$ cat config.mk
export PLATFORM = sky130hd
export DESIGN_NAME = dbg_ctrl
export DESIGN_NICKNAME = d
export VERILOG_FILES = /design/src/rtl/dbg_ctrl_pkg.sv /design/src/rtl/dbg_cnt.sv /design/src/rtl/dbg_ctrl.sv
export SDC_FILE = /design/constraint.sdc
export NUM_CORES = 1
export LEC_CHECK = 0
export CAP_MARGIN = 20
export CORE_MARGIN = 3
export CORE_UTILIZATION = 40
export DETAILED_ROUTE_END_ITERATION = 10
export PLACE_DENSITY = 0.8
export SYNTH_ARGS = -nofsm -noshare
export SYNTH_HDL_FRONTEND = slang
export SYNTH_HIERARCHICAL = 1
export SYNTH_SLANG_ARGS = --single-unit
$ cat constraint.sdc
create_clock -name clk -period 3.5 [get_ports clk]
set_input_delay 0.7 -clock clk [delete_from_list [all_inputs] [get_ports clk]]
set_output_delay 0.7 -clock clk [all_outputs]
set_load 0.02 [all_outputs]
$ cat src/rtl/dbg_ctrl_pkg.sv
// Shared types for the debug controller: op codes, FSM encoding, bus payloads.
package dbg_ctrl_pkg;

  localparam int unsigned CNT_W  = 4;
  localparam int unsigned OP_W   = 3;
  localparam int unsigned ADDR_W = 5;
  localparam int unsigned DATA_W = 32;

  typedef enum logic [OP_W-1:0] {
    DBG_NOP    = 3'd0,
    DBG_HALT   = 3'd1,
    DBG_RESUME = 3'd2,
    DBG_RESET  = 3'd3,
    DBG_REG_RD = 3'd4,
    DBG_REG_WR = 3'd5
  } dbg_op_e;

  typedef enum logic [2:0] {
    ST_IDLE   = 3'd0,
    ST_SETTLE = 3'd1,
    ST_RST    = 3'd2,
    ST_ACCESS = 3'd3,
    ST_RESP   = 3'd4
  } dbg_state_e;

  typedef struct packed {
    logic              wen;
    logic [ADDR_W-1:0] addr;
    logic [DATA_W-1:0] wdata;
  } gpr_req_t;

  typedef struct packed {
    logic              err;
    logic [DATA_W-1:0] data;
  } dbg_resp_t;

  // Counter preload for an N-cycle wait: exits when the count reaches 0.
  function automatic logic [CNT_W-1:0] cnt_preload(input int unsigned n);
    return CNT_W'(n - 1);
  endfunction

endpackage

$ cat src/rtl/dbg_cnt.sv
// Loadable down-counter with zero flag; saturates at 0 instead of wrapping.
module dbg_cnt
  import dbg_ctrl_pkg::*;
(
  input  logic             clk,
  input  logic             rst,
  input  logic             load,
  input  logic [CNT_W-1:0] load_val,
  input  logic             dec,
  output logic             zero_c
);

  logic [CNT_W-1:0] cnt_q;

  always_ff @(posedge clk or posedge rst) begin
    if (rst) begin
      cnt_q <= '0;
    end else if (load) begin
      cnt_q <= load_val;
    end else if (dec && (cnt_q != '0)) begin
      cnt_q <= cnt_q - CNT_W'(1);
    end
  end

  assign zero_c = (cnt_q == '0);

endmodule

$ cat src/rtl/dbg_ctrl.sv
// Debug controller: accepts one debug command at a time and drives the core's
// halt/reset/GPR debug ports, returning a single response per command.
module dbg_ctrl
  import dbg_ctrl_pkg::*;
#(
  parameter int unsigned HALT_SETTLE  = 2,
  parameter int unsigned RESET_CYCLES = 4
) (
  input  logic              clk,
  input  logic              rst,
  input  logic              cmd_valid,
  output logic              cmd_ready,
  input  logic [OP_W-1:0]   cmd_op,
  input  logic [ADDR_W-1:0] cmd_addr,
  input  logic [DATA_W-1:0] cmd_data,
  output logic              resp_valid,
  input  logic              resp_ready,
  output logic [DATA_W-1:0] resp_data,
  output logic              resp_err,
  output logic              halted,
  output logic              jtag_halt,
  output logic              jtag_reset,
  output logic              reg_wen,
  output logic [ADDR_W-1:0] reg_addr,
  output logic [DATA_W-1:0] reg_w_data,
  input  logic [DATA_W-1:0] reg_r_data
);

  dbg_state_e       state_q, state_d;
  logic             halt_q, halt_d;
  logic             halted_q, halted_d;
  logic             jreset_q, jreset_d;
  gpr_req_t         req_q, req_d;
  dbg_resp_t        resp_q, resp_d;

  logic             cnt_load;
  logic             cnt_dec;
  logic [CNT_W-1:0] cnt_val;
  logic             cnt_zero_c;

  dbg_cnt u_cnt (
    .clk      (clk),
    .rst      (rst),
    .load     (cnt_load),
    .load_val (cnt_val),
    .dec      (cnt_dec),
    .zero_c   (cnt_zero_c)
  );

  // State and registered outputs.
  always_ff @(posedge clk or posedge rst) begin
    if (rst) begin
      state_q  <= ST_IDLE;
      halt_q   <= 1'b0;
      halted_q <= 1'b0;
      jreset_q <= 1'b0;
      req_q    <= '0;
      resp_q   <= '0;
    end else begin
      state_q  <= state_d;
      halt_q   <= halt_d;
      halted_q <= halted_d;
      jreset_q <= jreset_d;
      req_q    <= req_d;
      resp_q   <= resp_d;
    end
  end

  // Next state and next registered outputs.
  always_comb begin
    state_d  = state_q;
    halt_d   = halt_q;
    halted_d = halted_q;
    jreset_d = 1'b0;
    req_d    = '0;
    resp_d   = resp_q;
    cnt_load = 1'b0;
    cnt_dec  = 1'b0;
    cnt_val  = '0;

    case (state_q)
      ST_IDLE: begin
        if (cmd_valid) begin
          resp_d  = '0;
          state_d = ST_RESP;
          case (dbg_op_e'(cmd_op))
            DBG_NOP: ;
            DBG_HALT: begin
              if (!halted_q) begin
                halt_d   = 1'b1;
                state_d  = ST_SETTLE;
                cnt_load = 1'b1;
                cnt_val  = cnt_preload(HALT_SETTLE);
              end
            end
            DBG_RESUME: begin
              halt_d   = 1'b0;
              halted_d = 1'b0;
            end
            DBG_RESET: begin
              jreset_d = 1'b1;
              state_d  = ST_RST;
              cnt_load = 1'b1;
              cnt_val  = cnt_preload(RESET_CYCLES);
            end
            DBG_REG_RD, DBG_REG_WR: begin
              if (halted_q) begin
                state_d    = ST_ACCESS;
                req_d.wen  = (dbg_op_e'(cmd_op) == DBG_REG_WR);
                req_d.addr = cmd_addr;
                if (dbg_op_e'(cmd_op) == DBG_REG_WR) begin
                  req_d.wdata = cmd_data;
                end
              end else begin
                resp_d.err = 1'b1;
              end
            end
            default: resp_d.err = 1'b1;
          endcase
        end
      end

      ST_SETTLE: begin
        if (cnt_zero_c) begin
          halted_d = 1'b1;
          state_d  = ST_RESP;
        end else begin
          cnt_dec = 1'b1;
        end
      end

      ST_RST: begin
        if (cnt_zero_c) begin
          state_d = ST_RESP;
        end else begin
          jreset_d = 1'b1;
          cnt_dec  = 1'b1;
        end
      end

      // Read data is sampled at the end of the single access cycle.
      ST_ACCESS: begin
        resp_d.err  = 1'b0;
        resp_d.data = req_q.wen ? '0 : reg_r_data;
        state_d     = ST_RESP;
      end

      ST_RESP: begin
        if (resp_ready) begin
          resp_d  = '0;
          state_d = ST_IDLE;
        end
      end

      default: state_d = ST_IDLE;
    endcase
  end

  assign cmd_ready  = (state_q == ST_IDLE);
  assign resp_valid = (state_q == ST_RESP);
  assign resp_data  = resp_q.data;
  assign resp_err   = resp_q.err;
  assign halted     = halted_q;
  assign jtag_halt  = halt_q;
  assign jtag_reset = jreset_q;
  assign reg_wen    = req_q.wen;
  assign reg_addr   = req_q.addr;
  assign reg_w_data = req_q.wdata;

endmodule

==> summary.txt <==
Route
  – Via count: ~2400
  – Final Routed Wirelength: around 7700 µm
  – Antenna-violating nets left: 0
  – Drc violations: 0
  – Vias per std cell: between 4 and 5
  – Initial DRC count: between 60 and 70
  – Wire per inst: approximately 16 µm
  – Drt pass-1 iters: 4

Clock tree
  – CTS Root Buffer Type: clkbuf_8
  – Hold Buf Count CTS: 0
  – Num CTS Buffers: 9
  – CTS tree: yes
  – Clock latency on the worst-skew pair: 0.35 ns
  – Clock-pin slew on the worst setup and hold paths: ~0.080 ns
  – Setup Fix Bufs, Post-CTS: 0
  – Cts repair resizes: 0
  – CTS max path bufs: 2
  – # H-tree levels: 3
  – Clk sinks: between 80 and 90

STA
  – Hold Slack: slightly below 0.5 ns
  – Worst slew pin tran: 0.821 ns
  – Tcrit/Tclk final: 0.731
  – Final Max Slew Viols: 0
  – Shortest period the worst path allows: 2.56 ns
  – Clk_skew: 0.0156 ns
  – Slew margin rel.: 0.449
  – Setup TNS: 0 ns
  – Hold Vio Cnt, Final: 0
  – Achievable clock frequency: 0.391 GHz
  – RSZ-0062 raised after global routing: no
  – Final setup vio count: 0

Yosys
  – Synth top area share: 0.661
  – Synth warn: 6
  – Number of enable flip-flop cells after synthesis: 0
  – Most frequent cell after synthesis: dfrtp_1
  – Syn Area/Cell: 13.2 µm²
  – Fraction of registers with async set/reset: 1.00
  – Mapped Cells: 233
  – Top post-synthesis cells by area: dfrtp_1, a22o_1, and2_1
  – FF+latch count, synth: 81
  – Synth cell count leaders: dfrtp_1, and2_1, a22o_1
  – Post-Syn Area: just over 3000 µm²
  – Sequential fraction of the synthesis area: 0.661
  – Dominant cell type by area after synthesis: dfrtp_1
  – Distinct cells, synth: 40
  – Top FF cell, synth: dfrtp_1

Run status
  – Status: finished, final reports clean

Die
  – Die Area: about 9000 µm²
  – Ports: around 150
  – Chip Width: 93.5 µm
  – Starting density of the core: 0.418
  – FP Rows: 31
  – Core Area: about 7300 µm²
  – Die height: 93.5 µm

Critical path
  – Worst Path Arrival: 2.78 ns
  – Reg-to-reg critical path startpoint: u_cnt/cnt_q[0]$_DFFE_PP0P_
  – CP startpoint: u_cnt/cnt_q[0]$_DFFE_PP0P_
  – CP Class: reg2reg
  – CP required: approximately 3.7 ns
  – Crit start category: flop
  – Crit path max fanout: 7
  – Critical Path End Type: flop

Placed design
  – Placed Area: 4660 µm²
  – Detail Placement HPWL: about 5700 µm
  – IO buf count: ~150
  – Routability cong.: approximately 0.82

Hold path
  – HP Class: reg2reg
  – HP Start: resp_err$_DFFE_PP0P_

Pwr
  – Maximum vdd drop: ~0.31 mV
  – Pwr Total: 2.21 mW
  – Power Density: roughly 460 nW/µm²
  – Leakage: about 2.2 nW

Global route
  – GRT overflow: 0
  – Initial antenna violation count: 0
  – First-pass GRT wire length: 12400 µm
  – Vias in the first global route: between 2000 and 3000
  – GR Util All Layers: 0.183
  – Largest net degree at the start of global routing: 35

Layout
  – Register area: between 2000 and 2500 µm²
  – Filler cell count: roughly 550
  – Fin area: 4850 µm²
  – Final nets: ~470
  – ANT cells: 0
  – Multi-input gate area: 937 µm²
  – Layout cells sized above 1: 0.0789
  – Layout area overhead: 58.3%

Job
  – Max Cap Viol: 0
## critical path, stage by stage, from the launching register on
cell and delay, ns:
dfrtp_1 0.36, inv_1 0.08, ha_1 0.24, or3b_4 0.27, inv_1 0.10, a211oi_1 0.67
nor4b_2 0.38, nor3b_1 0.08, a221o_1 0.27
## path summary, 6_finish.rpt
| path | end | slack, ns | cells past startpoint |
|---|---|---|---|
| max in group asynchronous | reg_w_data[20]$_DFF_PP0_ | 2.17 | 3 |
| worst max-delay path | u_cnt/cnt_q[3]$_DFFE_PP0P_ | 0.94 | 8 |
| worst min register to register | resp_err$_DFFE_PP0P_ | 0.49 | 2 |
| worst min-delay path | resp_err$_DFFE_PP0P_ | 0.49 | 2 |
| worst max register to register | u_cnt/cnt_q[3]$_DFFE_PP0P_ | 0.94 | 8 |
| min in group asynchronous | u_cnt/cnt_q[1]$_DFFE_PP0P_ | 0.59 | 2 |
## cell families after synthesis
| group | count (synthesis) | synth area share |
|---|---|---|
| flops | 81 | 0.661 |
| simple gates | 74 | 0.151 |
| compound gates | 54 | 0.138 |
| buf+inv | 20 | 0.0359 |
| mux | 2 | 0.00735 |
| fa+ha+maj | 1 | 0.00408 |
| other cells | 1 | 0.00122 |
## registers in the layout (all words and copies together) (netlist names)
| signal | flops |
|---|---|
| reg_w_data | 32 |
| u_cnt/cnt_q | 4 |
| resp_err | 1 |
| reg_addr | 5 |
| state_q | 3 |
| resp_data | 32 |
| halted | 1 |
| reg_wen | 1 |
| jtag_halt | 1 |
| jtag_reset | 1 |
## where the power goes
part           leakage (nW)  internal (mW)  switching, mW
combinational         0.972          0.259          0.275
sequential             1.12          0.993         0.0596
clock                0.0855          0.283          0.342
## per-layer routing
layer,wire length (µm),global-route usage,vias to the layer above
met1,3080,0.226,1173
li1,-,-,1126
met4,107,0.0684,0
met3,781,0.0676,9
met2,3740,0.292,107
met5,0,0,-
## stage by stage
stage | instances | setup slack [ns] | util
after floorplan | 234 | 0.833 | -
after global placement | 476 | 0.821 | 0.636
after detailed placement | 476 | 0.789 | 0.636
after CTS | 492 | 0.921 | 0.662
after global routing | 492 | 0.708 | 0.662
final | 492 | 0.940 | 0.662
## placed cells by master, fill, tap and decap left out, types with 2 or more instances in the layout
cell and n:
nor2_1 4, nor3_1 5, nand2b_1 5, a22o_1 32, nand2_1 8, a21oi_1 5
mux2_2 2, clkbuf_8 10, and2_1 37, inv_1 6, o22ai_1 2, dfrtp_1 81
o21ai_1 2, clkinvlp_4 3, clkdlybuf4s50_1 151, conb_1 2, o31ai_1 2, inv_6 2
o21ai_0 3, buf_4 5
## final cells by class
cell class,instances,area share
timing repair buffer,156,0.319
clock buffer,10,0.0284
sequential,81,0.418
clock inverter,6,0.0101
tap,99,0.0255
multi-input combinational,133,0.193
inverter,7,0.00567
Note: power is estimated with default switching activity, not from simulation.
